`src/rtl/uart_bridge_pkg.sv`:
```
// Shared constants and state types for the UART register bridge.
package uart_bridge_pkg;

    localparam logic [7:0] OP_WR   = 8'h57;
    localparam logic [7:0] OP_RD   = 8'h52;
    localparam logic [7:0] RSP_OK  = 8'h4B;
    localparam logic [7:0] RSP_ERR = 8'h45;
    localparam logic [7:0] RSP_BAD = 8'h3F;

    typedef enum logic [2:0] {
        P_IDLE,
        P_W_ADDR,
        P_W_DATA,
        P_R_ADDR,
        P_REPLY
    } parser_state_t;

    typedef enum logic {
        T_IDLE,
        T_WAIT
    } tx_state_t;

endpackage

```
`src/rtl/sync_fifo.sv`:
```
// Single-clock circular FIFO with extra-MSB pointers; head is shown combinationally.
module sync_fifo #(
    parameter int WIDTH = 8,
    parameter int DEPTH = 4
) (
    input  logic             clk,
    input  logic             rst,
    input  logic             push,
    input  logic [WIDTH-1:0] push_data,
    input  logic             pop,
    output logic [WIDTH-1:0] head,
    output logic             full,
    output logic             empty
);

    localparam int AW = (DEPTH > 1) ? $clog2(DEPTH) : 1;

    logic [WIDTH-1:0] mem [DEPTH];
    logic [AW:0]      wr_ptr;
    logic [AW:0]      rd_ptr;
    logic             do_push;
    logic             do_pop;

    assign full    = (wr_ptr[AW] != rd_ptr[AW]) && (wr_ptr[AW-1:0] == rd_ptr[AW-1:0]);
    assign empty   = (wr_ptr == rd_ptr);
    assign do_push = push && !full;
    assign do_pop  = pop && !empty;
    assign head    = mem[rd_ptr[AW-1:0]];

    always_ff @(posedge clk) begin
        if (rst) begin
            wr_ptr <= '0;
            rd_ptr <= '0;
        end else begin
            if (do_push) wr_ptr <= wr_ptr + 1'b1;
            if (do_pop)  rd_ptr <= rd_ptr + 1'b1;
        end
    end

    always_ff @(posedge clk) begin
        if (do_push) mem[wr_ptr[AW-1:0]] <= push_data;
    end

endmodule

```
`src/rtl/uart_rx.sv`:
```
// 8N1 UART receiver; rx_dv pulses one cycle with rx_byte at mid stop bit. No reset.
module uart_rx #(
    parameter int CLKS_PER_BIT = 5208
) (
    input  logic       clk,
    input  logic       rx_serial,
    output logic       rx_dv,
    output logic [7:0] rx_byte
);

    localparam int CW = $clog2(CLKS_PER_BIT + 1);
    localparam logic [CW-1:0] HALF = CW'((CLKS_PER_BIT - 1) / 2);
    localparam logic [CW-1:0] LAST = CW'(CLKS_PER_BIT - 1);

    typedef enum logic [1:0] {RX_IDLE, RX_START, RX_DATA, RX_STOP} rx_state_t;

    rx_state_t     state;
    logic          rx_meta;
    logic          rx_sync;
    logic [CW-1:0] cnt;
    logic [2:0]    bit_idx;

    always_ff @(posedge clk) begin
        rx_meta <= rx_serial;
        rx_sync <= rx_meta;
        rx_dv   <= 1'b0;
        case (state)
            RX_IDLE: begin
                cnt     <= '0;
                bit_idx <= '0;
                if (!rx_sync) state <= RX_START;
            end
            RX_START: begin
                if (cnt >= HALF) begin
                    cnt   <= '0;
                    state <= rx_sync ? RX_IDLE : RX_DATA;
                end else begin
                    cnt <= cnt + 1'b1;
                end
            end
            RX_DATA: begin
                if (cnt >= LAST) begin
                    cnt              <= '0;
                    rx_byte[bit_idx] <= rx_sync;
                    if (bit_idx == 3'd7) state <= RX_STOP;
                    else                 bit_idx <= bit_idx + 1'b1;
                end else begin
                    cnt <= cnt + 1'b1;
                end
            end
            RX_STOP: begin
                if (cnt >= LAST) begin
                    cnt   <= '0;
                    rx_dv <= rx_sync;
                    state <= RX_IDLE;
                end else begin
                    cnt <= cnt + 1'b1;
                end
            end
            default: state <= RX_IDLE;
        endcase
    end

endmodule

```
`src/rtl/uart_tx.sv`:
```
// 8N1 UART transmitter; tx_done pulses as tx_active drops. No reset.
module uart_tx #(
    parameter int CLKS_PER_BIT = 5208
) (
    input  logic       clk,
    input  logic       tx_dv,
    input  logic [7:0] tx_byte,
    output logic       tx_active,
    output logic       tx_serial,
    output logic       tx_done
);

    localparam int CW = $clog2(CLKS_PER_BIT + 1);
    localparam logic [CW-1:0] LAST = CW'(CLKS_PER_BIT - 1);

    typedef enum logic [1:0] {TX_IDLE, TX_START, TX_DATA, TX_STOP} tx_state_t;

    tx_state_t     state;
    logic [CW-1:0] cnt;
    logic [2:0]    bit_idx;
    logic [7:0]    data;
    logic          line_low;

    // Line stored inverted so an all-zero power-up state idles high.
    assign tx_serial = ~line_low;

    always_ff @(posedge clk) begin
        tx_done <= 1'b0;
        case (state)
            TX_IDLE: begin
                line_low <= 1'b0;
                cnt      <= '0;
                bit_idx  <= '0;
                if (tx_dv) begin
                    data      <= tx_byte;
                    tx_active <= 1'b1;
                    line_low  <= 1'b1;
                    state     <= TX_START;
                end
            end
            TX_START: begin
                if (cnt >= LAST) begin
                    cnt      <= '0;
                    line_low <= ~data[0];
                    state    <= TX_DATA;
                end else begin
                    cnt <= cnt + 1'b1;
                end
            end
            TX_DATA: begin
                if (cnt >= LAST) begin
                    cnt <= '0;
                    if (bit_idx == 3'd7) begin
                        line_low <= 1'b0;
                        state    <= TX_STOP;
                    end else begin
                        bit_idx  <= bit_idx + 1'b1;
                        data     <= {1'b0, data[7:1]};
                        line_low <= ~data[1];
                    end
                end else begin
                    cnt <= cnt + 1'b1;
                end
            end
            TX_STOP: begin
                if (cnt >= LAST) begin
                    tx_done   <= 1'b1;
                    tx_active <= 1'b0;
                    state     <= TX_IDLE;
                end else begin
                    cnt <= cnt + 1'b1;
                end
            end
            default: state <= TX_IDLE;
        endcase
    end

endmodule

```
`src/rtl/uart_reg_bridge.sv`:
```
// UART-controlled byte register bank: framed W/R command parser, reply FIFO and TX drain.
module uart_reg_bridge #(
    parameter int CLKS_PER_BIT  = 5208,
    parameter int NUM_REGS      = 4,
    parameter int TX_FIFO_DEPTH = 4,
    parameter int TIMEOUT_CLKS  = 10 * CLKS_PER_BIT * 4
) (
    input  logic                  clk,
    input  logic                  rst,
    input  logic                  uart_rx_pin,
    output logic                  uart_tx_pin,
    output logic [8*NUM_REGS-1:0] reg_out,
    output logic                  frame_err
);

    import uart_bridge_pkg::*;

    localparam int AW = (NUM_REGS > 1) ? $clog2(NUM_REGS) : 1;
    localparam int TW = $clog2(TIMEOUT_CLKS + 1);
    localparam logic [TW-1:0] TMO_LAST = TW'(TIMEOUT_CLKS - 1);

    logic          rx_dv;
    logic [7:0]    rx_byte;
    logic          tx_dv;
    logic [7:0]    tx_byte;
    logic          tx_active;
    logic          tx_done;

    parser_state_t state;
    tx_state_t     tstate;
    logic [7:0]    addr;
    logic [7:0]    reply;
    logic [TW-1:0] tmo_cnt;
    logic [7:0]    regs [NUM_REGS];

    logic          push;
    logic          pop;
    logic [7:0]    head;
    logic          full;
    logic          empty;
    logic          tmo_hit;
    logic          rx_in_range;
    logic          addr_in_range;

    uart_rx #(.CLKS_PER_BIT(CLKS_PER_BIT)) u_rx (
        .clk       (clk),
        .rx_serial (uart_rx_pin),
        .rx_dv     (rx_dv),
        .rx_byte   (rx_byte)
    );

    uart_tx #(.CLKS_PER_BIT(CLKS_PER_BIT)) u_tx (
        .clk       (clk),
        .tx_dv     (tx_dv),
        .tx_byte   (tx_byte),
        .tx_active (tx_active),
        .tx_serial (uart_tx_pin),
        .tx_done   (tx_done)
    );

    sync_fifo #(.WIDTH(8), .DEPTH(TX_FIFO_DEPTH)) u_fifo (
        .clk       (clk),
        .rst       (rst),
        .push      (push),
        .push_data (reply),
        .pop       (pop),
        .head      (head),
        .full      (full),
        .empty     (empty)
    );

    assign tmo_hit       = (tmo_cnt >= TMO_LAST);
    assign rx_in_range   = ({1'b0, rx_byte} < 9'(NUM_REGS));
    assign addr_in_range = ({1'b0, addr} < 9'(NUM_REGS));
    assign push          = (state == P_REPLY) && !full;
    assign pop           = (tstate == T_IDLE) && !empty && !tx_active;

    always_ff @(posedge clk) begin
        if (rst) begin
            state     <= P_IDLE;
            frame_err <= 1'b0;
            tmo_cnt   <= '0;
            addr      <= '0;
            reply     <= '0;
            for (int unsigned i = 0; i < NUM_REGS; i++) regs[i] <= '0;
        end else begin
            frame_err <= 1'b0;
            if (rx_dv || state == P_IDLE || state == P_REPLY) tmo_cnt <= '0;
            else                                              tmo_cnt <= tmo_cnt + 1'b1;
            case (state)
                P_IDLE: begin
                    if (rx_dv) begin
                        if (rx_byte == OP_WR)      state <= P_W_ADDR;
                        else if (rx_byte == OP_RD) state <= P_R_ADDR;
                        else begin
                            reply     <= RSP_BAD;
                            frame_err <= 1'b1;
                            state     <= P_REPLY;
                        end
                    end
                end
                P_W_ADDR: begin
                    if (rx_dv) begin
                        addr  <= rx_byte;
                        state <= P_W_DATA;
                    end else if (tmo_hit) begin
                        frame_err <= 1'b1;
                        state     <= P_IDLE;
                    end
                end
                P_W_DATA: begin
                    if (rx_dv) begin
                        state <= P_REPLY;
                        if (addr_in_range) begin
                            regs[addr[AW-1:0]] <= rx_byte;
                            reply              <= RSP_OK;
                        end else begin
                            reply     <= RSP_ERR;
                            frame_err <= 1'b1;
                        end
                    end else if (tmo_hit) begin
                        frame_err <= 1'b1;
                        state     <= P_IDLE;
                    end
                end
                P_R_ADDR: begin
                    if (rx_dv) begin
                        state <= P_REPLY;
                        if (rx_in_range) begin
                            reply <= regs[rx_byte[AW-1:0]];
                        end else begin
                            reply     <= RSP_ERR;
                            frame_err <= 1'b1;
                        end
                    end else if (tmo_hit) begin
                        frame_err <= 1'b1;
                        state     <= P_IDLE;
                    end
                end
                P_REPLY: begin
                    if (!full) state <= P_IDLE;
                end
                default: state <= P_IDLE;
            endcase
        end
    end

    // TX_IDLE also waits on tx_active so a byte left in flight by rst finishes first.
    always_ff @(posedge clk) begin
        if (rst) begin
            tstate  <= T_IDLE;
            tx_dv   <= 1'b0;
            tx_byte <= '0;
        end else begin
            tx_dv <= 1'b0;
            case (tstate)
                T_IDLE: begin
                    if (pop) begin
                        tx_dv   <= 1'b1;
                        tx_byte <= head;
                        tstate  <= T_WAIT;
                    end
                end
                T_WAIT: begin
                    if (tx_done) tstate <= T_IDLE;
                end
                default: tstate <= T_IDLE;
            endcase
        end
    end

    always_comb begin
        reg_out = '0;
        for (int unsigned i = 0; i < NUM_REGS; i++) reg_out[8*i +: 8] = regs[i];
    end

endmodule

```
`config.mk`:
```
export PLATFORM = sky130hd
export DESIGN_NAME = uart_reg_bridge
export DESIGN_NICKNAME = d
export VERILOG_FILES = /design/src/rtl/uart_bridge_pkg.sv /design/src/rtl/sync_fifo.sv /design/src/rtl/uart_rx.sv /design/src/rtl/uart_tx.sv /design/src/rtl/uart_reg_bridge.sv
export SDC_FILE = /design/constraint.sdc
export NUM_CORES = 1
export LEC_CHECK = 0
export BUFFER_PORTS_ARGS = -buffer_cell sky130_fd_sc_hd__buf_2
export CELL_PAD_IN_SITES_DETAIL_PLACEMENT = 0
export CELL_PAD_IN_SITES_GLOBAL_PLACEMENT = 1
export CORE_AREA = 2 2 154 156
export CTS_CLUSTER_DIAMETER = 60
export DETAILED_ROUTE_END_ITERATION = 10
export DIE_AREA = 0 0 156 158
export PLACE_DENSITY = 0.67
export SETUP_SLACK_MARGIN = 0.4
export SYNTH_ARGS = -nofsm -noshare
export SYNTH_HDL_FRONTEND = slang
export SYNTH_SLANG_ARGS = --single-unit
```
`constraint.sdc`:
```
create_clock -name clk -period 4.9 [get_ports clk]
set_input_delay 0.245 -clock clk [delete_from_list [all_inputs] [get_ports clk]]
set_output_delay 0.245 -clock clk [all_outputs]
set_load 0.01 [all_outputs]
```
==> results of run 1 <==
## repair_timing
item / 4_1_cts / 5_1_grt
hold buffers: 1 / 0
hold endpoints to repair: 1 / 0
gates resized for setup: 0 / 0
## final cells by class
type                            instances  area, um2
Inverter                               19       71.3
Clock buffer                           19        433
Timing Repair Buffer                   39        205
Fill cell                            2184      14100
Sequential cell                       178       4610
Multi-Input combinational cell        421       3060
Antenna cell                            1       2.50
Tap cell                              290        363
Clock inverter                         13        159
## Yosys cell counts, types with 8 or more instances
| cell | number | area share, % |
|---|---|---|
| a21oi_1 | 15 | 0.95 |
| and2_1 | 45 | 3.6 |
| and3_1 | 12 | 0.95 |
| clkbuf_1 | 13 | 0.62 |
| dfxtp_1 | 73 | 19 |
| edfxtp_1 | 105 | 40 |
| ha_1 | 16 | 2.5 |
| inv_1 | 18 | 0.86 |
| mux2_2 | 9 | 1.3 |
| mux2i_1 | 18 | 2.3 |
| mux4_2 | 16 | 4.6 |
| nand2_1 | 32 | 1.5 |
| nand3_1 | 17 | 1.1 |
| nor2_1 | 89 | 4.2 |
| nor3_1 | 8 | 0.51 |
| xnor2_1 | 18 | 2.0 |
| xor2_1 | 27 | 3.0 |
## path summary, 6_finish.rpt
kind	to	startpoint	slack, ns
hold / removal	u_rx.rx_sync	u_rx.rx_meta	0.33
hold reg to reg	u_rx.rx_sync	u_rx.rx_meta	0.33
setup reg to reg	regs[0][4]	state[1]	2.46
setup / recovery	regs[0][4]	state[1]	2.46
## stage by stage
stage          hold WS (ns)  instance area, um2
3_5_place_dp          0.317                8310
5_1_grt               0.336                8910
3_3_place_gp          0.316                8310
6_report              0.329                8910
2_1_floorplan         0.273                7900
4_1_cts               0.335                8910
## worst max-delay path, delay by kind of cell (launching register included)
family / cells / cell delay, ns
and+or+nand+nor: 5 / 1.61
DFF: 1 / 0.50
## flip-flops by register name, indices dropped and copies added (netlist names), 2 cells and up, named ones only
signal and count:
state 3, u_rx.state 2, u_tx.cnt 13, u_tx.state 2, u_rx.rx_byte 8, u_rx.cnt 13, tx_byte 8, u_rx.bit_idx 3
u_tx.data 8, reply 8, u_fifo.wr_ptr 3, u_tx.bit_idx 3, u_fifo.rd_ptr 3, tmo_cnt 18, u_fifo.mem 32, addr 8
regs 32
## routing by layer
layer	vias to the layer above	global-route usage, %
met5	-	0
met4	0	4.37
met3	13	3.12
met2	74	21.3
met1	2367	16.4
li1	2379	-
## cell families after synthesis
kind of cell               Yosys count  synth area share [%]
and+or+nand+nor                    260                  17.6
DFF                                178                  58.4
muxes                               45                  8.41
xor gates and xnor gates            45                  4.99
adders and majority gates           16                  2.53
AOI/OAI and AO/OA                   55                  5.18
buffers and inverters               46                  2.82
## power by group through the flow
| stage | Clock, W | Combinational, W | Sequential [W] |
|---|---|---|---|
| final | 0.00138 | 0.000347 | 0.00176 |
| after global routing | 0.00148 | 0.000390 | 0.00177 |
| after CTS | 0.00142 | 0.000354 | 0.00176 |
| after detailed placement | 0 | 0.000353 | 0.00179 |
| after global placement | 0 | 0.000334 | 0.00179 |
| after floorplan | 0 | 0.000264 | 0.00178 |
==> results.md, run 1 <==
* Non-Filler Instances at 980
* Crit path cell chain: and2b_4 -> nand2_2 -> nor4_4 -> nor3b_4 -> or2_1
* TritonCTS clock tree: yes
* Worst setup margin at 2.46 ns
* DR WL met2 at 7460 um
* Worst Path Max Fanout at 11
* Finished Core Util at 38.7%
* Reg clk slew, reported paths at 0.07 ns
* Post-Syn Area at 7900 um2
* Total Power at 0.00349 W
* Most common cell after layout, fill and taps aside: edfxtp_1
* Root buf cell: clkbuf_16
* Period utilization at 49.8%
* Distinct cells, synth at 69
* Final Wtd Congestion at 0.758
* Seq/Total Area, Yosys at 58.4%
* Port Buffers at 36
* Met1 Routed Length at 7000 um
* DP Worst Slack at 2.46 ns
* Worst hold stages at 0
* Seq pwr share at 50.4%
* WP data required at 5.00 ns
* Syn Inst Count at 645
* Drt pass-1 iters at 5
* Clk Latency, worst-skew pair at 0.43 ns
* Met3 wire len at 519 um
* IO Pins at 37
* Vias at 4833
* Global-route wire length before repair at 24800 um
* Largest net degree at the start of global routing at 42
* Crit path launch type: flip-flop
* Max-slew headroom at 44.0%
* Number of global-route vias before repair at 4773
* Routed WL at 15100 um
* Setup Buffers After CTS at 0
* Fraction of registers with async set/reset at 0%
* Residual DRC at 0
* Wire per inst at 15.5 um
* Clock buffer depth at 2
* Avg Cell Area, Syn at 12.2 um2
* Seq cells post-synth at 178
* Clock power frac at 39.7%
* TritonCTS Buffers at 17
* Post-Place Cells at 946
* Number of enable flip-flop cells after synthesis at 105
* Switching power at 0.000839 W
* Worst-margin pin slew at 0.840 ns
* Syn. warnings at 0
* Die ar. at 24600 um2
* Status: complete, no violations
* Final setup TNS at 0 ns
* CTS H-tree lvls at 4
* Post-DP HPWL at 10600 um
* Commonest register cell after synthesis: edfxtp_1
* Cell Int Power at 0.00265 W
* Final setup viols at 0
* Initial Util at 34.3%
* Row count at 56
* Switching Fraction at 24.1%
* Clock Sinks at 178
* Nets at 695
* Vias/cell at 4.93
* CP max-delay cell: dfxtp_1
* Die height at 158 um
* Post-route ant nets at 0
* Pwr dens at 391 nW/um2
* Gr usage total at 12.8%
* CP endpoint kind: flip-flop
* Ratio of cells with drive above 1 in the final layout at 16.0%
* CORE AREA at 23100 um2
* Critical path class: flip-flop to flip-flop
* DR iter-0 viols at 253
* Antenna violations before repair at 1
* Commonest cells after routing, fill and taps aside: 105 x edfxtp_1, 89 x nor2_1, 73 x dfxtp_1
* RSZ-0062 raised after global routing: false
* Comb pwr share at 9.9%
* Fin. max-slew vios at 0
* R2r worst-path depth at 5
* Pleak at 3.24 nW
* Clk_skew at 0.00889 ns
* Syn Nets at 664
* Hold Fails Final Rpt at 0
* CP max stage delay at 0.50 ns
* F_max at 410 MHz
* Type of the worst min-delay path: flip-flop to flip-flop
* Die Wd at 156 um
* Max Cap Viol at 0
* Syn-to-layout area delta at 12.8%
* Final min period at 2.44 ns
* Gr ovfl total at 0
* Worst IR Drop VDD at 0.000205 V
* Uppermost layer routed: met4
* Arr. time, crit path at 2.54 ns
No activity file was read; power rests on OpenSTA's default activity.
==> run 2, diff against run 1 <==
==> constraint.sdc (replaced) <==
create_clock -name clk -period 2.4 [get_ports clk]
set_input_delay 0.12 -clock clk [delete_from_list [all_inputs] [get_ports clk]]
set_output_delay 0.12 -clock clk [all_outputs]
set_load 0.01 [all_outputs]
==> run 2 against run 1 <==
Sequential cell count stayed put. Hold slack worse by 0.049 ns. Setup slack worse by 2.0 ns. Clock skew is 0.0026 ns higher. Power is 110% higher. Largest cell class unchanged. Highest routed layer unchanged.
==> results.md, run 2 (synthesis results as in run 1) <==
* Ant. Diodes at 0 (was 1)
* Finished Core Util at 40.1% (was 38.7%)
* Vias/cell at 4.95 (was 4.93)
* Die ar. at 24600 um2 (unchanged)
* Clock Sinks at 178 (unchanged)
* Final setup TNS at 0 ns (unchanged)
* Row count at 56 (unchanged)
* IO Pins at 37 (unchanged)
* Pleak at 3.42 nW (was 3.24 nW)
* Worst IR Drop VDD at 0.000429 V (was 0.000205 V)
* Max Cap Viol at 0 (unchanged)
* Initial Util at 34.3% (unchanged)
* Arr. time, crit path at 2.08 ns (was 2.54 ns)
* Period utilization at 82.5% (was 49.8%)
* Die Wd at 156 um (unchanged)
* Worst-margin pin slew at 0.467 ns (was 0.840 ns)
* Gr ovfl total at 0 (unchanged)
* Post-route ant nets at 0 (unchanged)
* # fillers at 2163 (was 2184)
* Status: complete, no violations (unchanged)
* Syn-to-layout area delta at 17.2% (was 12.8%)
* Residual DRC at 0 (unchanged)
* Port Buffers at 36 (unchanged)
* Global-route wire length before repair at 25200 um (was 24800 um)
* Type of the worst min-delay path: input pin to flip-flop (was flip-flop to flip-flop)
* Pwr dens at 790 nW/um2 (was 391 nW/um2)
* Clock buffer depth at 2 (unchanged)
* CTS H-tree lvls at 4 (unchanged)
* CORE AREA at 23100 um2 (unchanged)
* Most common cell after layout, fill and taps aside: edfxtp_1 (unchanged)
* Finished Cell Area at 9260 um2 (was 8910 um2)
* TritonCTS clock tree: yes (unchanged)
* Commonest cells after routing, fill and taps aside: 105 x edfxtp_1, 89 x nor2_1, 71 x dfxtp_1 (was 105 x edfxtp_1, 89 x nor2_1, 73 x dfxtp_1)
* Worst Path Max Fanout at 8 (was 11)
* Hold Fails Final Rpt at 0 (unchanged)
* Clk_skew at 0.0115 ns (was 0.00889 ns)
* TritonCTS Buffers at 17 (unchanged)
* Crit path launch type: flip-flop (unchanged)
* Nets at 723 (was 695)
* Final Wtd Congestion at 0.779 (was 0.758)
* Gr usage total at 13.0% (was 12.8%)
* Critical path class: flip-flop to flip-flop (unchanged)
* Post-DP HPWL at 10800 um (was 10600 um)
* F_max at 505 MHz (was 410 MHz)
* Antenna violations before repair at 0 (was 1)
* DR iter-0 viols at 320 (was 253)
* Routed WL at 15900 um (was 15100 um)
* Fin. max-slew vios at 0 (unchanged)
* Reg clk slew, reported paths at 0.07 ns (about the same)
* Vias at 4982 (was 4833)
* Final setup viols at 0 (unchanged)
* RSZ-0062 raised after global routing: true (was false)
* Ratio of cells with drive above 1 in the final layout at 22.3% (was 16.0%)
* Max-slew headroom at 68.6% (was 44.0%)
* Largest net degree at the start of global routing at 41 (was 42)
* Wire per inst at 15.8 um (was 15.5 um)
* Drt pass-1 iters at 5 (unchanged)
* Root buf cell: clkbuf_16 (unchanged)
* WP data required at 2.50 ns (was 5.00 ns)
* Die height at 158 um (unchanged)
* CP endpoint kind: flip-flop (unchanged)
* Clk Latency, worst-skew pair at 0.42 ns (was 0.43 ns)
* Placed inst area at 8390 um2 (was 8310 um2)
* Number of global-route vias before repair at 4801 (was 4773)
* Final min period at 1.98 ns (was 2.44 ns)
run 2: changes by cell type in the layout (fill, tap and decap cells not counted), moves of 3 or more:
cell | before | now
clkinv_4 | 0 | 3
buf_4 | 2 | 30
nor4_1 | 6 | 2
or2_4 | 0 | 3
nor4_2 | 0 | 4
run 2: critical path: stages, from the launching register on:
cell and delay [ns]:
edfxtp_1 0.37, ha_2 0.19, nor2b_1 0.13, nor3_1 0.05
o211ai_1 0.38, nand3b_1 0.23, a21oi_4 0.32
run 2: power by group:
part,internal (W),switching (W),total [W]
clock network,0.00176,0.00120,0.00296
logic,0.000318,0.000451,0.000769
registers,0.00348,0.000100,0.00358
total,0.00556,0.00175,0.00731
run 2: metal layers:
| metal | global-route usage [%] | share of wire [%] | vias to the layer above |
|---|---|---|---|
| met5 | 0 | 0 | - |
| met4 | 2.75 | 0.55 | 0 |
| met3 | 3.34 | 3.8 | 8 |
| met2 | 22.6 | 50 | 90 |
| met1 | 16.5 | 45 | 2447 |
| li1 | - | - | 2437 |
run 2: area by class of cell:
class,count,area [um2],area share [%]
clock inverter,15,204,2.20
sequential,178,4620,49.9
inverter,19,73.8,0.798
tap,290,363,3.92
clock buffer,17,425,4.60
multi-input combinational,421,3150,34.1
timing repair buffer,67,415,4.49
run 2: through the flow:
step	std cells	worst slack, ns	power [W]	hold WS [ns]
detailed placement	957	0.232	0.00437	0.224
CTS	997	0.387	0.00736	0.273
global placement	957	0.336	0.00434	0.225
floorplan	645	0.464	0.00417	0.148
global route	1007	0.243	0.00761	0.282
finish	1007	0.420	0.00731	0.281
run 2: timing repair:
| action | 4_1_cts | 5_1_grt |
|---|---|---|
| hold buffers | 1 | 0 |
| resized for setup | 7 | 18 |
| cloned | 0 | 0 |
| setup endpoints to repair | 58 | 94 |
| setup buffers | 7 | 10 |
| pin swaps | 5 | 9 |
| endpoints found under the hold margin | 1 | 0 |
run 2: worst paths after layout:
kind	from	to	slack, ns	cells past startpoint
worst min register to register	u_rx.rx_meta	u_rx.rx_sync	0.33	0
worst max register to register	u_tx.cnt[1]	u_tx.data[5]	0.42	6
worst min-delay path	rst	addr[4]	0.28	3
worst max-delay path	u_tx.cnt[1]	u_tx.data[5]	0.42	6
==> run 3, diff against run 2 <==
--- a/config.mk
+++ b/config.mk
@@ -12,7 +12,7 @@
 export CTS_CLUSTER_DIAMETER = 60
 export DETAILED_ROUTE_END_ITERATION = 10
 export DIE_AREA = 0 0 156 158
-export PLACE_DENSITY = 0.67
+export PLACE_DENSITY = 0.69
 export SETUP_SLACK_MARGIN = 0.4
 export SYNTH_ARGS = -nofsm -noshare
 export SYNTH_HDL_FRONTEND = slang
==> constraint.sdc (replaced) <==
create_clock -name clk -period 1.7 [get_ports clk]
set_input_delay 0.085 -clock clk [delete_from_list [all_inputs] [get_ports clk]]
set_output_delay 0.085 -clock clk [all_outputs]
set_load 0.01 [all_outputs]
==> run 3 against run 2 <==
The run now ends with setup timing left. Via count rose by 10%. Clock-buffer cell count rose by 3. Sequential power rose by 41%. Highest routed layer unchanged. Design area rose by 23%. Register-to-register slack got worse by 0.64 ns. Largest cell class unchanged.
==> results.md, run 3 (synthesis results as in run 1) <==
* Gr usage total at 14.5% (was 13.0%)
* Met3 wire len at 492 um (was 605 um)
* Arr. time, crit path at 2.02 ns (was 2.08 ns)
* Reg clk slew, reported paths at 0.07 ns (about the same)
* Vias at 5482 (was 4982)
* Crit path launch type: flip-flop (unchanged)
* Clk_skew at 0.0127 ns (was 0.0115 ns)
* Met1 Routed Length at 7520 um (was 7200 um)
* R2r worst-path depth at 7 (was 6)
* Final setup TNS at -8.07 ns (was 0 ns)
* Worst Setup SP: u_tx.cnt[1] (unchanged)
* Max Cap Viol at 0 (unchanged)
* Pleak at 4.26 nW (was 3.42 nW)
* Pwr dens at 954 nW/um2 (was 790 nW/um2)
* Hold_ws at 0.253 ns (was 0.281 ns)
* Nets at 839 (was 723)
* Violated checks: setup timing
* Post-Place Cells at 1021 (was 957)
* Finished Core Util at 49.3% (was 40.1%)
* Syn-to-layout area delta at 43.9% (was 17.2%)
* Antenna violations before repair at 0 (unchanged)
* Worst IR Drop VDD at 0.000646 V (was 0.000429 V)
* DR WL met2 at 9410 um (was 8030 um)
* Residual DRC at 0 (unchanged)
* Ant. Diodes at 0 (unchanged)
* Row count at 56 (unchanged)
* Period utilization at 113% (was 82.5%)
* Global-route wire length before repair at 28200 um (was 25200 um)
* Largest net degree at the start of global routing at 41 (unchanged)
* Ratio of cells with drive above 1 in the final layout at 53.2% (was 22.3%)
* Clock Sinks at 178 (unchanged)
* Max-slew headroom at 68.4% (was 68.6%)
* Commonest cells after routing, fill and taps aside: 105 x edfxtp_1, 86 x buf_4, 59 x nor2_1 (was 105 x edfxtp_1, 89 x nor2_1, 71 x dfxtp_1)
* CORE AREA at 23100 um2 (unchanged)
* CP endpoint kind: flip-flop (unchanged)
* FF/Latch Area at 4670 um2 (was 4620 um2)
* R2R Path End: u_tx.data[3] (was u_tx.data[5])
* TritonCTS Buffers at 17 (unchanged)
* Most common cell after layout, fill and taps aside: edfxtp_1 (unchanged)
* Drt pass-1 iters at 4 (was 5)
* # fillers at 1929 (was 2163)
* Critical path class: flip-flop to flip-flop (unchanged)
* Initial Util at 34.3% (unchanged)
* Vias/cell at 4.88 (was 4.95)
* Post-DP HPWL at 11300 um (was 10800 um)
* Uppermost layer routed: met4 (unchanged)
* Die ar. at 24600 um2 (unchanged)
* Clock buffer depth at 2 (unchanged)
* CTS H-tree lvls at 4 (unchanged)
* Routed WL at 17600 um (was 15900 um)
* Root buf cell: clkbuf_16 (unchanged)
* CP Capture Point: u_tx.data[3] (was u_tx.data[5])
* Non-Filler Instances at 1123 (was 1007)
* DR iter-0 viols at 224 (was 320)
* Final Wtd Congestion at 0.782 (was 0.779)
* Type of the worst min-delay path: input pin to flip-flop (unchanged)
* Die height at 158 um (unchanged)
* Hold Fails Final Rpt at 0 (unchanged)
* Gr ovfl total at 0 (unchanged)
* TritonCTS clock tree: yes (unchanged)
* Worst reg-to-reg setup slack at -0.21 ns (was 0.42 ns)
* Worst-margin pin slew at 0.474 ns (was 0.467 ns)
* Area of the multi-input gates at 4100 um2 (was 3150 um2)
* Worst Path Max Fanout at 8 (unchanged)
* Post-route ant nets at 0 (unchanged)
* Worst setup margin at -0.215 ns (was 0.420 ns)
* Number of global-route vias before repair at 5606 (was 4801)
* Final min period at 1.91 ns (was 1.98 ns)
* Fin. max-slew vios at 0 (unchanged)
* WP data required at 1.80 ns (was 2.50 ns)
* Wire per inst at 15.7 um (was 15.8 um)
* IO Pins at 37 (unchanged)
* Final setup viols at 89 (was 0)
* FF-to-FF Start: u_tx.cnt[1] (unchanged)
* Port Buffers at 36 (unchanged)
* Clk Latency, worst-skew pair at 0.43 ns (was 0.42 ns)
* Die Wd at 156 um (unchanged)
* RSZ-0062 raised after global routing: true (unchanged)
* Status: complete, but fails checks (was complete, no violations)
* F_max at 522 MHz (was 505 MHz)
-- run 3: where the power goes --
part | leakage [nW] | internal [W] | switching (W)
Clock | 0.263 | 0.00194 | 0.00171
Sequential | 1.63 | 0.00491 | 0.000152
Combinational | 2.37 | 0.00109 | 0.00104
-- run 3: worst min-delay path by stage --
stage / from / to / slack, ns / depth (start not counted)
6_report: rst / addr[2] / 0.25 / 3
5_1_grt: rst / tx_byte[6] / 0.25 / 3
4_1_cts: rst / tx_byte[7] / 0.24 / 3
3_5_place_dp: uart_rx_pin / u_rx.rx_meta / 0.19 / 1
3_3_place_gp: uart_rx_pin / u_rx.rx_meta / 0.19 / 1
2_1_floorplan: uart_rx_pin / u_rx.rx_meta / 0.11 / 0
-- run 3: cell type report --
class,count,area share (%)
sequential,178,41.1
multi-input combinational,422,36.1
timing repair buffer,182,14.1
clock buffer,20,3.93
tap,290,3.19
clock inverter,12,0.891
inverter,19,0.759
-- run 3: routing by layer --
layer / GRT usage, % / vias up
met5: 0 / -
met4: 4.33 / 0
met3: 3.34 / 11
met2: 25.5 / 79
met1: 17.7 / 2717
li1: - / 2675
-- run 3: timing repair --
action                     CTS  global route
hold buffers                 1             0
gates cloned                 5             1
setup endpoints to repair  220           221
buffers inserted            30            33
pin swaps                   37            44
gates resized for setup    149           104
hold endpoints to repair     1             0
-- run 3: worst max-delay path, cell delays in order (launching register included) --
cell,delay (ns)
edfxtp_1,0.39
ha_2,0.20
nor2b_4,0.14
nor3_2,0.04
o211ai_1,0.17
buf_4,0.17
nand3b_1,0.15
a21oi_4,0.32
-- run 3: metrics by stage --
step                      total power (W)  instance area, um2  worst slack (ns)
final                              0.0108               11400            -0.215
after global routing               0.0113               11400            -0.314
after CTS                          0.0104               10600            -0.279
after detailed placement          0.00648                9250            -0.278
after global placement            0.00641                9250            -0.191
after floorplan                   0.00609                8290            -0.127
